`config.mk`:
```
export PLATFORM = sky130hd
export DESIGN_NAME = prog_mod_counter
export DESIGN_NICKNAME = d
export VERILOG_FILES = /design/src/rtl/prog_mod_counter.sv
export SDC_FILE = /design/constraint.sdc
export NUM_CORES = 1
export LEC_CHECK = 0
export ABC_AREA = 1
export BUFFER_PORTS_ARGS = -buffer_cell sky130_fd_sc_hd__buf_4
export CORE_MARGIN = 10
export CORE_UTILIZATION = 54
export CTS_CLUSTER_SIZE = 24
export DETAILED_ROUTE_END_ITERATION = 10
export PLACE_DENSITY = 0.79
export REMOVE_ABC_BUFFERS = 1
export SYNTH_ARGS = -nofsm -noshare
export SYNTH_HDL_FRONTEND = slang
export SYNTH_SLANG_ARGS = --single-unit
```
`constraint.sdc`:
```
create_clock -name clk -period 2.5 [get_ports clk]
set_clock_uncertainty 0.05 [all_clocks]
set_input_delay 0.125 -clock clk [delete_from_list [all_inputs] [get_ports clk]]
set_output_delay 0.125 -clock clk [all_outputs]
set_load 0.05 [all_outputs]
```
`src/rtl/prog_mod_counter.sv`:
```
// Programmable-modulus up/down counter with load, cascadable terminal
// count and a sticky wrap flag.
module prog_mod_counter #(
    parameter int N_WIDTH     = 4,
    parameter int MOD_DEFAULT = (1 << N_WIDTH),
    parameter int RESET_VAL   = 0
) (
    input  logic               clk,
    input  logic               reset_n,
    input  logic               en,
    input  logic               up_dn,
    input  logic               load,
    input  logic [N_WIDTH-1:0] load_val,
    input  logic               mod_wr,
    input  logic [N_WIDTH-1:0] mod_val,
    input  logic               clr_wrapped,
    output logic [N_WIDTH-1:0] y,
    output logic               tc,
    output logic               wrapped,
    output logic [N_WIDTH-1:0] mod_q
);

    localparam int W1 = N_WIDTH + 1;
    localparam logic [N_WIDTH-1:0] MOD_RST = N_WIDTH'(MOD_DEFAULT);
    localparam logic [N_WIDTH-1:0] Y_RST   = N_WIDTH'(RESET_VAL);

    logic [N_WIDTH-1:0] y_q, y_d;
    logic [N_WIDTH-1:0] mod_d;
    logic               wrap_q, wrap_d;

    logic [W1-1:0]      m_cur, m_wr, m_ld;
    logic [N_WIDTH-1:0] m_cur_m1, m_ld_m1;
    logic               at_last, at_zero, wrap_ev;

    // A stored modulus of zero stands for 2^N_WIDTH; widen by one bit.
    function automatic logic [W1-1:0] decode(input logic [N_WIDTH-1:0] v);
        decode = (v == '0) ? {1'b1, {N_WIDTH{1'b0}}} : {1'b0, v};
    endfunction

    assign m_cur    = decode(mod_q);
    assign m_wr     = decode(mod_val);
    assign m_ld     = mod_wr ? m_wr : m_cur;
    assign m_cur_m1 = N_WIDTH'(m_cur - W1'(1));
    assign m_ld_m1  = N_WIDTH'(m_ld - W1'(1));

    assign at_last  = ({1'b0, y_q} == (m_cur - W1'(1)));
    assign at_zero  = (y_q == '0);

    // A wrap happens only on a plain enabled count at the boundary.
    assign wrap_ev  = en & ~load & ~mod_wr & (up_dn ? at_zero : at_last);
    assign tc       = wrap_ev & reset_n;

    // Next count: load beats modulus write beats counting.
    always_comb begin
        y_d = y_q;
        if (load) begin
            if ({1'b0, load_val} < m_ld) y_d = load_val;
            else                         y_d = m_ld_m1;
        end else if (mod_wr) begin
            if ({1'b0, y_q} >= m_wr) y_d = '0;
        end else if (en) begin
            if (up_dn) y_d = at_zero ? m_cur_m1 : y_q - N_WIDTH'(1);
            else       y_d = at_last ? '0 : y_q + N_WIDTH'(1);
        end
    end

    // Modulus and sticky flag next state; a wrap outranks a clear.
    always_comb begin
        mod_d  = mod_wr ? mod_val : mod_q;
        wrap_d = wrap_q;
        if (wrap_ev)          wrap_d = 1'b1;
        else if (clr_wrapped) wrap_d = 1'b0;
    end

    // State registers with asynchronous reset.
    always_ff @(posedge clk or negedge reset_n) begin
        if (!reset_n) begin
            y_q    <= Y_RST;
            mod_q  <= MOD_RST;
            wrap_q <= 1'b0;
        end else begin
            y_q    <= y_d;
            mod_q  <= mod_d;
            wrap_q <= wrap_d;
        end
    end

    assign y       = y_q;
    assign wrapped = wrap_q;

endmodule
```
; After elaboration in Yosys (flattened, before gate mapping)
; Index checks and enable logic that the tools add are counted.
[word_totals]
register_bits = 9
inputBits = 15
output_inout_bits = 10
wordCells = 37
[op_classes]
addsub = 4
n_lt_le_gt_ge = 2
n_eq_ne = 2
mux = 14
bitwise_logic = 6
reduce_logical = 6
[ops]
columns = operator, n
row1 = two-way mux 4 bit, 8
row2 = two-way mux 5 bit, 3
row3 = zero test 4 bit, 3
row4 = "subtractor 4 x 1 -> 4 bit, second input constant", 2
row5 = equality test 4 x 5 -> 1 bit, 1
row6 = greater-or-equal comparator 4 x 5 -> 1 bit, 1
row7 = less-than comparator 4 x 5 -> 1 bit, 1
row8 = "subtractor 5 x 1 -> 5 bit, second input constant", 1
row9 = "adder 4 x 1 -> 4 bit, second input constant", 1
row10 = bitwise AND 1 bit, 4
row11 = two-way mux 1 bit, 3
row12 = "!= test 3 x 2 -> 1 bit, second input constant", 1
row13 = nonzero test 3 bit, 1
row14 = NOT 1 bit, 2
row15 = AND reduction 2 bit, 1
row16 = nonzero test 2 bit, 1

; Depth between registers and ports, before layout
; Gate-level depths: netlist of the first run.
[logic_depth]
word_depth = 9
depth_mapped = 15
mapped_depth_nobuf = 15

; Worst setup path before layout of the first run
; No wires, ideal clock.
[synth_path]
path_kind = flip-flop to output port
start = register mod_q[0]
end = output port tc
arrival_ns = 2.472
required_ns = 2.325
path_slack_ns = -0.147
stages_incl_launch_ff = 12
path_buffers = 0
path_cell_list = dfrtp_1 -> inv_1 -> ha_1 -> inv_1 -> nand2_1 -> nand3_1 -> nand3_1 -> nor2_1 -> nand2_2 -> o21ai_1 -> nand4_1 -> nor2_1
[synth_via]
elab_chain_cells = 7
[synth_lines]
columns = item, line_no
row1 = from (decl), 20  ; output logic [N_WIDTH-1:0] mod_q
row2 = from (signal assigned), 83  ; mod_q <= mod_d;
row3 = zero test 4 bit, 37  ; decode = (v == '0) ? {1'b1, {N_WIDTH{1'b0}}} : {1'b0, v};
row4 = two-way mux 5 bit (*), 37
row5 = subtractor 5 x 1 -> 5 bit (*), 46  ; assign at_last = ({1'b0, y_q} == (m_cur - W1'(1)));
row6 = equality test 4 x 5 -> 1 bit (*), 46
row7 = two-way mux 1 bit (*), 50  ; assign wrap_ev = en & ~load & ~mod_wr & (up_dn ? at_zero : at_last);
row8 = bitwise AND 1 bit (*), 50
row9 = bitwise AND 1 bit (*), 51  ; assign tc = wrap_ev & reset_n;
row10 = to (decl), 18  ; output logic tc,
; Every way passes the cells marked *; elsewhere a longest branch is shown, timed or not.

; Final worst setup path of the first run
; Ends and elaborated chain as after synthesis.

==> summary.txt, run 1 <==
Status
  – Status: finished with violations
  – Violated checks: negative hold slack

Placement
  – Port bufs: 24
  – Placed inst area: 1370 um2
  – Placed Cells: 237
  – GPL Wtd Cong: 0.960
  – Hpwl dp: 2580 um

Timing
  – Final setup viols: 0
  – Crit path time final: 2300 ps
  – RSZ-0062 raised after global routing: no
  – Hold Vio Cnt, Final: 1
  – Max Clk Rate: 0.435 GHz
  – Slew Limit Fails: 0
  – Max-Slew Margin vs Limit: 0.771
  – Worst-case hold slack: -6.76 ps
  – Worst Tran Pin Value: 343 ps
  – Final period util: 0.920

Detailed routing
  – Antenna viol nets, final: 0
  – Post-Route WL: 3050 um
  – DRC: 0
  – Drt pass-1 iters: 4
  – Via-to-Cell Ratio: 5.17
  – DR vias: 1250
  – DR iter-0 viols: 96
  – Routed len/inst: 12.6 um

Cells and area
  – Fillers: 184
  – Final Cell Area: 1410 um2
  – Ant. Diodes: 0
  – Nets: 242
  – Most common cell after layout, fill and taps aside: nand2_1
  – Fin cells: roughly 240
  – Share of cells above drive strength 1: 0.228
  – Commonest non-fill, non-tap cells in the layout: 63 x nand2_1, 29 x inv_1, 26 x buf_4
  – Synth-to-Final Area Change: 21.4%

Min path
  – Hold Startpoint: clr_wrapped
  – Min-Delay Path Class: input port to flip-flop
  – Hold depth: 2
  – Hold worst-path end: wrapped$_DFFE_PN0P_

Critical path
  – CP Class: flip-flop to primary output
  – Crit path from: mod_q[0]$_DFFE_PN0P_
  – Setup crit end kind: primary output
  – Crit Path Max Fanout: 7
  – R2r endpoint: y[2]$_DFFE_PN0P_
  – Worst EP required: roughly 2300 ps
  – Crit path DAT: 2120 ps
  – Flop-to-flop setup slack: 430 ps
  – Reg2reg start: mod_q[0]$_DFFE_PN0P_
  – Reg2Reg Depth: 14
  – Startpoint types: flip-flop

Logic synthesis
  – Yosys reg bits: 9
  – Top cell type by total area after synthesis: nand2_1
  – Post-Syn Area: 1160 um2
  – Post-synthesis sequential area ratio: 0.195
  – Yosys warns: 0
  – Syn_area_per_cell: 6.19 um2
  – Cell variety after synth: 27
  – Synth top area cells: nand2_1 20%, dfrtp_1 19%, ha_1 12%
  – Synth top area share: 0.204
  – Post-Syn Instances: 187

Floorplanning
  – I/O pin cnt: 25
  – Die Width: 66.3 um
  – Initial Utilization: 0.578
  – Core Footprint: 2000 um2
  – Row count: 16
  – Full die area: 4400 um2
  – Vert. Die Dim: 66.3 um

Global route
  – First-pass GRT wire length: 5290 um
  – Total grt overflow: 0
  – Total Routing Usage GR: 0.149
  – Vias in the first global route: 1234
  – Largest net degree at the start of global routing: 12
  – Initial antenna violation count: 0

Clock tree
  – CTS tree: done
  – Worst-Skew Late Latency: ~270 ps
  – H-tree levels: 1
  – Post-CTS Setup Repair Bufs: 0
  – Clk sinks: 9
  – Clock Root Buffer: clkbuf_4
  – CTS Buf Count: 3
  – Clock Path Buffers: 2
  – Worst-path clk slew: about 60 ps

Job
  – Maxcap violations: 0

Pwr
  – VDD IR max: 495 uV
  – Power density over the cells: slightly below 600 nW/um2
  – Pleak: 0.812 nW
==> layer usage <==
| layer | track usage | wire [um] | vias up |
|---|---|---|---|
| met5 | 0 | 0 | - |
| met4 | 0.0707 | 65 | 0 |
| met3 | 0.0254 | 139 | 7 |
| met2 | 0.250 | 1470 | 33 |
| met1 | 0.178 | 1380 | 559 |
| li1 | - | - | 651 |
==> cells by family (layout without fill, tap and decap cells) <==
| group | after synthesis | count (layout) | synth area share |
|---|---|---|---|
| adders and majority gates | 11 | 11 | 0.119 |
| AOI/OAI and AO/OA | 19 | 19 | 0.0995 |
| buffers and inverters | 35 | 63 | 0.122 |
| xor gates and xnor gates | 3 | 3 | 0.0227 |
| DFF | 9 | 9 | 0.195 |
| and+or+nand+nor | 110 | 110 | 0.442 |
==> power by group <==
part	switching, W	internal (W)
logic	0.000323	0.000175
registers	0.0000462	0.000169
clock network	0.0000572	0.0000619
total	0.000426	0.000406
==> sequential cells by signal (all words and copies together) (netlist names) <==
name	flops
mod_q	4
wrapped	1
y	4
==> how the worst max path moves through the flow <==
stage	endpoint	slack (ps)
after global routing	tc	20
after CTS	tc	130
final	tc	200
after global placement	y[0]$_DFFE_PN0P_	410
after detailed placement	y[2]$_DFFE_PN0P_	370
after floorplan	tc	-160
==> layout make-up <==
type | count | area [um2] | share of cell area
repair buffers | 27 | 205 | 0.146
flip-flops and latches | 9 | 225 | 0.160
multi-input cells | 143 | 793 | 0.565
well taps | 27 | 33.8 | 0.0240
inverters | 32 | 121 | 0.0864
clock buffers | 4 | 26.3 | 0.0187
==> cell usage after synthesis (all sizes together) <==
master  instances
a21oi           4
a31oi           2
buf             2
nand4           2
nand3          24
nor3            1
clkbuf          1
xor2            3
inv            31
o21a            1
clkinv          1
o21ai           9
nor2           13
nand2          70
a21boi          2
dfrtp           9
ha             11
o211ai          1
==> stage by stage <==
| stage | total power [W] | setup slack, ps | TNS, ps | utilization | hold slack [ps] |
|---|---|---|---|---|---|
| 2_1_floorplan | 0.000556 | -162 | -162 | - | -221 |
| 3_3_place_gp | 0.000696 | 413 | 0 | 0.683 | -92.1 |
| 3_5_place_dp | 0.000708 | 372 | 0 | 0.683 | -88.7 |
| 4_1_cts | 0.000830 | 131 | 0 | 0.701 | 2.07 |
| 5_1_grt | 0.000906 | 18.7 | 0 | 0.702 | 33.5 |
| 6_report | 0.000832 | 200 | 0 | 0.702 | -6.76 |
==> repair_timing <==
item | 4_1_cts | 5_1_grt
hold buffers | 1 | 0
setup endpoints to repair | 0 | 1
resized for setup | 0 | 1
endpoints found under the hold margin | 9 | 0
==> critical path: stages (launching register included) <==
cell     delay [ps]
dfrtp_1         410
inv_1            90
ha_2            240
inv_1            90
nand2_1          70
nand3_1          90
nand3_1          70
nor2_1          130
nand2_2         100
o21ai_1         140
nand4_1         110
nor2_1          110
buf_4           200
Note: power is estimated with default switching activity, not from simulation.
==> inputs of run 2 (changes only) <==
--- a/config.mk
+++ b/config.mk
@@ -11,7 +11,7 @@
 export CORE_UTILIZATION = 54
 export CTS_CLUSTER_SIZE = 24
 export DETAILED_ROUTE_END_ITERATION = 10
-export PLACE_DENSITY = 0.79
+export PLACE_DENSITY_LB_ADDON = 0.3
 export REMOVE_ABC_BUFFERS = 1
 export SYNTH_ARGS = -nofsm -noshare
 export SYNTH_HDL_FRONTEND = slang
==> run 2 against run 1 <==
The run now ends clean. Clock power decreased by 4%. Combinational power increased by 2%. Register-to-register slack about the same. Cell area increased by 0.80%. Fmax increased by 2.3%. Largest cell class unchanged. Wire length increased by 2.9%. Final cell count unchanged. Highest routed layer unchanged. Via count increased by 3.3%. Global-route usage increased by 0.65 points.
==> summary.txt, run 2 (synthesis results as in run 1) <==
Critical path
  – CP Class: flip-flop to primary output
  – Worst EP required: 2330 ps (about the same)
  – Crit Path Max Fanout: 7 (unchanged)
  – Startpoint types: flip-flop
  – Crit path DAT: 2070 ps (-50 ps)
  – Setup crit end kind: primary output

Floorplanning
  – I/O pin cnt: 25 (unchanged)
  – Full die area: 4400 um2 (unchanged)
  – Row count: 16 (unchanged)
  – Core Footprint: 2000 um2 (unchanged)
  – Vert. Die Dim: 66.3 um (unchanged)
  – Die Width: 66.3 um (unchanged)
  – Initial Utilization: 0.578 (unchanged)

Global route
  – First-pass GRT wire length: 5530 um (+4.6%)
  – Initial antenna violation count: 0 (unchanged)
  – Largest net degree at the start of global routing: 12 (unchanged)
  – Vias in the first global route: 1269 (+2.8%)
  – Total grt overflow: 0 (unchanged)
  – Total Routing Usage GR: 0.155 (+0.00647)

Job
  – Maxcap violations: 0 (unchanged)

Clock tree
  – Worst-Skew Late Latency: 260 ps (about the same)
  – Worst-path clk slew: 60 ps (about the same)
  – CTS Buf Count: 3 (unchanged)
  – Clk sinks: 9 (unchanged)
  – CTS tree: done
  – Clock Root Buffer: clkbuf_4
  – H-tree levels: 1 (unchanged)
  – Post-CTS Setup Repair Bufs: 0 (unchanged)
  – Clock Path Buffers: 2 (unchanged)

Pwr
  – Pleak: 0.812 nW (about the same)
  – Psw: 0.000422 W (-0.93%)
  – Reg power frac: 0.254 (-0.004)
  – Power density over the cells: 589 nW/um2 (-0.54%)
  – Clock Power Share: 0.136 (-0.007)
  – Switching Fraction: 0.506 (-0.00605)
  – Final total power: 0.000834 W (+0.25%)
  – Comb pwr share: 0.610 (+0.012)
  – Int Pwr: 0.000412 W (+1.5%)
  – VDD IR max: 368 uV (-26%)

Cells and area
  – Commonest non-fill, non-tap cells in the layout: 63 x nand2_1, 28 x inv_1, 26 x buf_4
  – Fillers: 189 (+2.7%)
  – Most common cell after layout, fill and taps aside: nand2_1
  – Fin cells: 242 (unchanged)
  – Multi-input logic area: 803 um2 (+1.3%)
  – Core Util, Final: 0.708 (+0.00562)
  – Storage cell area: 226 um2 (+0.56%)
  – Share of cells above drive strength 1: 0.237 (+0.00930)
  – Final Cell Area: 1420 um2 (+0.80%)
  – Nets: 242 (unchanged)
  – Ant. Diodes: 0 (unchanged)
  – Synth-to-Final Area Change: 22.4%

Timing
  – Hold Vio Cnt, Final: 0 (-1)
  – Slew Limit Fails: 0 (unchanged)
  – Worst-case hold slack: 10.0 ps (+16.8 ps)
  – Final setup viols: 0 (unchanged)
  – Crit path time final: 2250 ps (-52.2 ps)
  – Worst Tran Pin Value: 335 ps (-8.69 ps)
  – Max Clk Rate: 0.445 GHz (+2.3%)
  – Max-Slew Margin vs Limit: 0.777 (+0.00579)
  – RSZ-0062 raised after global routing: no
  – Final period util: 0.899 (-0.0209)

Detailed routing
  – Routed len/inst: 13.0 um (+2.9%)
  – Antenna viol nets, final: 0 (unchanged)
  – Post-Route WL: 3140 um (+2.9%)
  – DRC: 0 (unchanged)
  – DR vias: 1291 (+3.3%)
  – DR iter-0 viols: 83 (-14%)
  – Drt pass-1 iters: 4 (unchanged)
  – Via-to-Cell Ratio: 5.33 (+3.3%)

Placement
  – Placed inst area: 1370 um2 (unchanged)
  – Hpwl dp: 2650 um (+2.7%)
  – Port bufs: 24 (unchanged)
  – Placed Cells: 237 (unchanged)
  – GPL Wtd Cong: 0.959 (-0.14%)

Status
  – Status: finished, final reports clean

Min path
  – Min-Delay Path Class: input port to flip-flop
==> run 2: cell counts in the layout (fill, tap and decap cells not counted) <==
No cell type changed its count.
==> run 2: final timing paths <==
kind | from | end | slack [ps] | depth (start not counted)
max | mod_q[0]$_DFFE_PN0P_ | tc | 250 | 12
min | clr_wrapped | wrapped$_DFFE_PN0P_ | 10 | 2
max reg2reg | mod_q[0]$_DFFE_PN0P_ | y[3]$_DFFE_PN0P_ | 440 | 14
min reg2reg | wrapped$_DFFE_PN0P_ | wrapped$_DFFE_PN0P_ | 480 | 2
max in group asynchronous | reset_n | y[1]$_DFFE_PN0P_ | 2060 | 2
min in group asynchronous | reset_n | y[0]$_DFFE_PN0P_ | 190 | 2
==> run 2: timing repair <==
action	4_1_cts	5_1_grt
hold endpoints to repair	9	0
resized for setup	0	4
hold buffers	1	0
endpoints found under the setup margin	0	1
==> run 2: area by class of cell <==
type                    instances  area share
clock buffers                   4      0.0186
multi-input cells             143       0.567
flip-flops and latches          9       0.160
repair buffers                 27       0.145
inverters                      32      0.0857
well taps                      27      0.0239
==> run 2: layer usage <==
metal  part of all wire  global-route usage
met1               0.42               0.174
met2               0.49               0.276
met3              0.063              0.0305
met4              0.021              0.0654
met5                  0                   0
==> run 2: critical path, cell delays in order, from the launching register on <==
cell	delay (ps)
dfrtp_1	430
inv_2	80
ha_4	200
inv_1	80
nand2_1	70
nand3_1	100
nand3_1	80
nor2_1	130
nand2_2	90
o21ai_1	120
nand4_1	110
nor2_1	100
buf_4	200
==> run 2: power groups by stage <==
stage                     sequential, W  combinational [W]  clock, W
after global placement         0.000211           0.000481         0
after floorplan                0.000290           0.000265         0
after CTS                      0.000211           0.000501  0.000115
final                          0.000212           0.000508  0.000114
after detailed placement       0.000213           0.000498         0
after global routing           0.000217           0.000569  0.000126
==> run 2: per-stage QoR <==
stage          setup TNS [ps]  setup WS [ps]
2_1_floorplan            -162           -162
3_3_place_gp                0            411
4_1_cts                     0            140
5_1_grt                     0           6.69
6_report                    0            253
3_5_place_dp                0            317
